[src/rtl/par2ser_pkg.sv]
// par2ser_pkg: shared FSM state encoding and default sizing for the par2ser serializer.
package par2ser_pkg;

    localparam int DefBitLen = 8;
    localparam int DefGapLen = 1;

    typedef enum logic [1:0] {
        IDLE  = 2'd0,
        SHIFT = 2'd1,
        GAP   = 2'd2
    } par2ser_state_e;

endpackage

[src/rtl/par2ser_buf.sv]
// par2ser_buf: one-word holding register with full flag, used when PAR2SER_BUF_EN is defined.
module par2ser_buf
    import par2ser_pkg::*;
#(
    parameter int bitlen = DefBitLen
) (
    input  logic              Clk,
    input  logic              Rst,
    input  logic              Wr,
    input  logic [bitlen-1:0] WrData,
    input  logic              Clr,
    output logic [bitlen-1:0] RdData,
    output logic              Full
);

    // Holding register: a write fills it, a drain empties it, reset discards it.
    always_ff @(posedge Clk) begin
        if (Rst) begin
            Full   <= 1'b0;
            RdData <= '0;
        end else if (Wr) begin
            Full   <= 1'b1;
            RdData <= WrData;
        end else if (Clr) begin
            Full   <= 1'b0;
        end else begin
            Full   <= Full;
        end
    end

endmodule

[src/rtl/par2ser.sv]
// par2ser: parallel-to-serial converter, LSB first, with idle gap between words.
// Optional one-word holding buffer for back-to-back words: define PAR2SER_BUF_EN.
module par2ser
    import par2ser_pkg::*;
#(
    parameter int bitlen = DefBitLen,
    parameter int gaplen = DefGapLen
) (
    input  logic              Clk,
    input  logic              Rst,
    input  logic [bitlen-1:0] ParDataIn,
    input  logic              ParDataValid,
    output logic              ParDataReady,
    output logic              SerDataOut,
    output logic              SerDataEn,
    output logic              Busy
);

    localparam int BitW = $clog2(bitlen);
    localparam int GapW = (gaplen > 0) ? $clog2(gaplen + 1) : 1;
    localparam logic [BitW-1:0] BitLast = BitW'(bitlen - 1);
    localparam logic [GapW-1:0] GapLast = GapW'(gaplen - 1);

    par2ser_state_e    state;
    logic [bitlen-1:0] shReg;
    logic [BitW-1:0]   bitCnt;
    logic [GapW-1:0]   gapCnt;
    logic              xfer;
    logic              decide;
    logic              loadNext;
    logic [bitlen-1:0] nextData;
    logic              bufFull;
    logic [bitlen-1:0] bufData;

    assign xfer = ParDataValid && ParDataReady;

`ifdef PAR2SER_BUF_EN
    logic bufWr;
    logic bufClr;

    // A word arriving at the decision point goes straight to the shifter instead.
    assign bufWr  = xfer && (state != IDLE) && !decide;
    assign bufClr = decide && bufFull;

    par2ser_buf #(
        .bitlen (bitlen)
    ) uBuf (
        .Clk    (Clk),
        .Rst    (Rst),
        .Wr     (bufWr),
        .WrData (ParDataIn),
        .Clr    (bufClr),
        .RdData (bufData),
        .Full   (bufFull)
    );

    assign ParDataReady = !bufFull && !Rst;
`else
    assign bufFull      = 1'b0;
    assign bufData      = '0;
    assign ParDataReady = (state == IDLE) && !Rst;
`endif

    assign Busy = !Rst && ((state != IDLE) || bufFull);

    // Next-word decision: end of last bit (no gap) or end of the gap; buffered word wins.
    always_comb begin
        decide   = 1'b0;
        loadNext = bufFull || xfer;
        nextData = bufFull ? bufData : ParDataIn;
        case (state)
            SHIFT:   decide = (bitCnt == BitLast) && (gaplen == 0);
            GAP:     decide = (gapCnt == GapLast);
            default: decide = 1'b0;
        endcase
    end

    // Serializer FSM with registered serial outputs; counters reload on state entry.
    always_ff @(posedge Clk) begin
        if (Rst) begin
            state      <= IDLE;
            shReg      <= '0;
            bitCnt     <= '0;
            gapCnt     <= '0;
            SerDataOut <= 1'b0;
            SerDataEn  <= 1'b0;
        end else begin
            case (state)
                IDLE: begin
                    SerDataOut <= 1'b0;
                    SerDataEn  <= 1'b0;
                    if (xfer) begin
                        shReg  <= ParDataIn;
                        bitCnt <= '0;
                        state  <= SHIFT;
                    end else begin
                        state  <= IDLE;
                    end
                end
                SHIFT: begin
                    SerDataOut <= shReg[0];
                    SerDataEn  <= 1'b1;
                    shReg      <= shReg >> 1;
                    if (bitCnt != BitLast) begin
                        bitCnt <= bitCnt + 1'b1;
                    end else if (gaplen > 0) begin
                        gapCnt <= '0;
                        state  <= GAP;
                    end else if (loadNext) begin
                        shReg  <= nextData;
                        bitCnt <= '0;
                        state  <= SHIFT;
                    end else begin
                        state  <= IDLE;
                    end
                end
                GAP: begin
                    SerDataOut <= 1'b0;
                    SerDataEn  <= 1'b0;
                    if (gapCnt != GapLast) begin
                        gapCnt <= gapCnt + 1'b1;
                    end else if (loadNext) begin
                        shReg  <= nextData;
                        bitCnt <= '0;
                        state  <= SHIFT;
                    end else begin
                        state  <= IDLE;
                    end
                end
                default: begin
                    SerDataOut <= 1'b0;
                    SerDataEn  <= 1'b0;
                    state      <= IDLE;
                end
            endcase
        end
    end

endmodule

[config.mk]
export PLATFORM = sky130hd
export DESIGN_NAME = par2ser
export DESIGN_NICKNAME = d
export VERILOG_FILES = /design/src/rtl/par2ser_pkg.sv /design/src/rtl/par2ser_buf.sv /design/src/rtl/par2ser.sv
export SDC_FILE = /design/constraint.sdc
export NUM_CORES = 1
export LEC_CHECK = 0
export CAP_MARGIN = 10
export CORE_UTILIZATION = 42
export CTS_CLUSTER_DIAMETER = 40
export DETAILED_ROUTE_END_ITERATION = 8
export PLACE_DENSITY_LB_ADDON = 0.2
export SLEW_MARGIN = 10
export SYNTH_ARGS = -nofsm -noshare
export SYNTH_HDL_FRONTEND = slang
export SYNTH_SLANG_ARGS = --single-unit
[constraint.sdc]
create_clock -name Clk -period 1.24 [get_ports Clk]
set_input_delay 0.248 -clock Clk [delete_from_list [all_inputs] [get_ports Clk]]
set_output_delay 0.248 -clock Clk [all_outputs]
set_load 0.02 [all_outputs]
==> impl_summary.txt <==
----------------------------------------------------
[Clock network]
  Buffer depth of the longest clock path ... 2
  Root Buffer Master ... sky130_fd_sc_hd__clkbuf_4
  Count of clock tree sinks ... 15
  Maximum level of the CTS H-tree ... 1
  CTS buffer count ... 3
  Clock tree from TritonCTS ... built
  Insertion delay to the later sink of the worst-skew pair ... 0.28 ns
  CTS clock-pin slew for the worst setup and hold paths ... ~0.080 ns

[Cells and area]
  Share of post-route cells with drive strength above 1 ... 0.425
  Final Core Density ... 0.647
  Final instance count without filler cells ... 103
  Count of nets after finishing ... between 100 and 150
  Area of all placed cells without fillers ... 975 um^2
  Layout overhead on the synthesized area ... 42.7%
  Number of antenna repair diodes ... 0

[Yosys]
  Yosys top cell area share ... 0.440
  Share of synthesized cell area in full adder, half adder and majority cells ... 0.0366
  Number of flip-flops and latches in the synthesized netlist ... 15
  Share of the synthesized netlist area taken by xor and xnor gates ... 0
  Synthesized netlist cell count ... 61
  Sequential cell area fraction in the yosys report ... 0.440
  Yosys synthesis warning count ... 0
  Count of cell types in the netlist ... 22
  Simple-gate area share of the yosys netlist ... 0.156
  Top cell type by total area after synthesis ... sky130_fd_sc_hd__dfxtp_1
  Combinational family with the most area after synthesis ... compound AO/OA/AOI/OAI gates
  Post-synthesis compound-gate area fraction ... 0.225
  Syn_nets ... 74
  Post-synthesis mux area share ... 0.103
  Synthesized area per cell ... 11.2 um^2
  Mapped cell area ... 683 um^2
  Cell types occupying the most area after synthesis ... sky130_fd_sc_hd__dfxtp_1 (44%), sky130_fd_sc_hd__a211oi_2 (13%), sky130_fd_sc_hd__mux2i_1 (10%)

[Critical path]
  Worst path required time ... 0.99 ns
  Largest fanout on the critical path ... 3
  Worst Path Arrival ... 0.98 ns
  Critical Path Sink Type ... output pin
  Nature of the critical path startpoint ... register
  Reg2Reg Setup Slack ... approximately 0.020 ns
  Crit Path Class ... reg -> out

[Route]
  Iteration count of the initial detailed-routing pass ... 4
  Average detailed-routed wire length per instance ... 12.4 um
  Final Routed Wirelength ... 1280 um
  Vias/cell ... 5.14
  Via count of the routed design ... 529
  DRC Markers ... 0
  Antenna Nets Post-Route ... 0
  Number of DRC violations after detailed-routing iteration 0 ... 5

[Die]
  Starting utilization of the core area ... 0.453
  Area of the core ... 1510 um^2
  Count of pins on the block boundary ... 15
  Overall die area ... approximately 1800 um^2
  # rows ... 14
  DIE HEIGHT ... 42.3 um
  Die X-Extent ... 42.3 um

[Timing]
  Worst Tran Pin Value ... 0.235 ns
  Final hold violation count ... 0
  Max-slew violation count ... 0
  Setup TNS Final ... 0 ns
  Unrepaired setup endpoints after global routing ... true
  Final clock skew ... 0.000678 ns
  Worst hold slack ... 0.494 ns
  Fraction of the cycle the final worst path needs ... 0.990
  Post-layout worst setup margin ... roughly 0.013 ns
  Number of setup violations in the final report ... 0
  Headroom to the max-slew limit ... 0.843
  Time the worst path needs with I/O delays and setup ... roughly 1.2 ns
  Highest attainable clock frequency ... 815 MHz

[Global route]
  Pin count of the biggest net entering global routing ... 14
  Global-route wire length before repair ... 2150 um
  GRT Residual Overflow ... 0
  Number of global-route vias before repair ... approximately 530
  Number of antenna violations at the first check in global routing ... 0
  GRT Total Usage ... 0.163

[Power]
  Worst IR Drop VDD ... approximately 0.74 mV
  Cell area power density ... 1040 nW/um^2
  LEAKAGE ... 0.403 nW
  Total power draw ... 1.01 mW

[Placement]
  Port Buf Inserts ... 14
  Final RePlAce weighted congestion ... 0.740
  Total instance count after detailed placement ... 98
  Total placed instance area ... 908 um^2
  Pre-CTS WS ... -0.512 ns

[Run status]
  Run status ... finished clean

[Min path]
  Worst hold path class ... in -> reg

[Run]
  Number of max-cap violations ... 0

----------------------------------------------------
-- placed cells by master (no fill, tap or decap) --
cell,instances
sky130_fd_sc_hd__dlygate4sd2_1,3
sky130_fd_sc_hd__a21oi_1,2
sky130_fd_sc_hd__mux2i_1,7
sky130_fd_sc_hd__nor4b_4,1
sky130_fd_sc_hd__nor2_2,4
sky130_fd_sc_hd__and2b_1,1
sky130_fd_sc_hd__a22o_1,2
sky130_fd_sc_hd__clkbuf_1,1
sky130_fd_sc_hd__a31oi_1,1
sky130_fd_sc_hd__buf_6,1
sky130_fd_sc_hd__a32oi_1,1
sky130_fd_sc_hd__nor3b_1,1
sky130_fd_sc_hd__nor2_1,6
sky130_fd_sc_hd__clkdlybuf4s50_1,9
sky130_fd_sc_hd__and2_1,2
sky130_fd_sc_hd__nor3_2,1
sky130_fd_sc_hd__dfxtp_2,4
sky130_fd_sc_hd__o21ba_4,1
sky130_fd_sc_hd__nand2_1,2
sky130_fd_sc_hd__buf_4,11
sky130_fd_sc_hd__dfxtp_1,11
sky130_fd_sc_hd__nor3b_2,1
sky130_fd_sc_hd__a211oi_2,7
sky130_fd_sc_hd__o21bai_1,1
sky130_fd_sc_hd__clkbuf_4,3
sky130_fd_sc_hd__ha_4,1
sky130_fd_sc_hd__buf_12,1
sky130_fd_sc_hd__ha_2,1
-- power by group --
| part | internal [mW] | leakage, nW | total (mW) | switching (mW) |
|---|---|---|---|---|
| sequential | 0.513 | 0.125 | 0.531 | 0.0180 |
| combinational | 0.117 | 0.263 | 0.206 | 0.0892 |
| clock | 0.125 | 0.0150 | 0.276 | 0.151 |
-- flip-flops by register name, summed over array words and instances (netlist names) --
register,count
SerDataEn,1
SerDataOut,1
state,2
bitCnt,3
shReg,8
-- routing by layer --
| metal | share of wire | vias to the layer above | global-route usage |
|---|---|---|---|
| met5 | 0 | - | 0 |
| met4 | 0.0094 | 0 | 0.0563 |
| met3 | 0.061 | 2 | 0.0690 |
| met2 | 0.47 | 14 | 0.280 |
| met1 | 0.46 | 239 | 0.179 |
| li1 | - | 274 | - |
-- worst max-delay path, stage by stage (launching register included) --
cell and delay [ns]:
sky130_fd_sc_hd__dfxtp_2 0.37, sky130_fd_sc_hd__nor2_2 0.05, sky130_fd_sc_hd__nor2_1 0.12, sky130_fd_sc_hd__buf_4 0.16
-- timing repair --
action / CTS / global route
hold buffers: 0 / 0
pin swaps: 0 / 1
endpoints found under the setup margin: 14 / 5
gates resized for setup: 18 / 6
buffers inserted: 0 / 1
-- kinds of logic (layout without fill, tap and decap cells) --
| kind of cell | Yosys count | count (layout) |
|---|---|---|
| flip-flops | 15 | 15 |
| AND/OR/NAND/NOR | 19 | 19 |
| buffers and inverters | 3 | 29 |
| multiplexers | 7 | 7 |
| AO/OA/AOI/OAI | 15 | 15 |
| adder cells (fa/ha/maj) | 2 | 2 |
-- synth_stat cells --
library cell,number
sky130_fd_sc_hd__buf_4,1
sky130_fd_sc_hd__o21ba_4,1
sky130_fd_sc_hd__nand2_1,2
sky130_fd_sc_hd__ha_1,2
sky130_fd_sc_hd__nor2_1,7
sky130_fd_sc_hd__nor3_1,1
sky130_fd_sc_hd__o21bai_1,1
sky130_fd_sc_hd__nor2_2,3
sky130_fd_sc_hd__a31oi_1,1
sky130_fd_sc_hd__a21oi_1,2
sky130_fd_sc_hd__buf_2,1
sky130_fd_sc_hd__a211oi_2,7
sky130_fd_sc_hd__a22o_1,2
sky130_fd_sc_hd__a32oi_1,1
sky130_fd_sc_hd__mux2i_1,7
sky130_fd_sc_hd__and2b_1,1
sky130_fd_sc_hd__nor3b_2,1
sky130_fd_sc_hd__and2_1,2
sky130_fd_sc_hd__nor4b_1,1
sky130_fd_sc_hd__dfxtp_1,15
sky130_fd_sc_hd__nor3b_1,1
sky130_fd_sc_hd__buf_8,1
-- layout make-up --
cell class,count,area (um^2)
clock buffers,4,26.3
fillers,138,532
multi-input cells,43,393
flip-flops and latches,15,305
well taps,16,20.0
repair buffers,25,230
-- worst paths after layout --
check / from / depth (start not counted) / to
setup reg to reg: bitCnt[0]$_SDFFE_PP0P_ / 4 / bitCnt[1]$_SDFFE_PP0P_
hold reg to reg: bitCnt[1]$_SDFFE_PP0P_ / 1 / bitCnt[1]$_SDFFE_PP0P_
hold / removal: Rst / 3 / shReg[2]$_SDFFE_PP0P_
setup / recovery: state[1]$_SDFFE_PP0P_ / 3 / Busy
No activity file was read; power rests on OpenSTA's default activity.
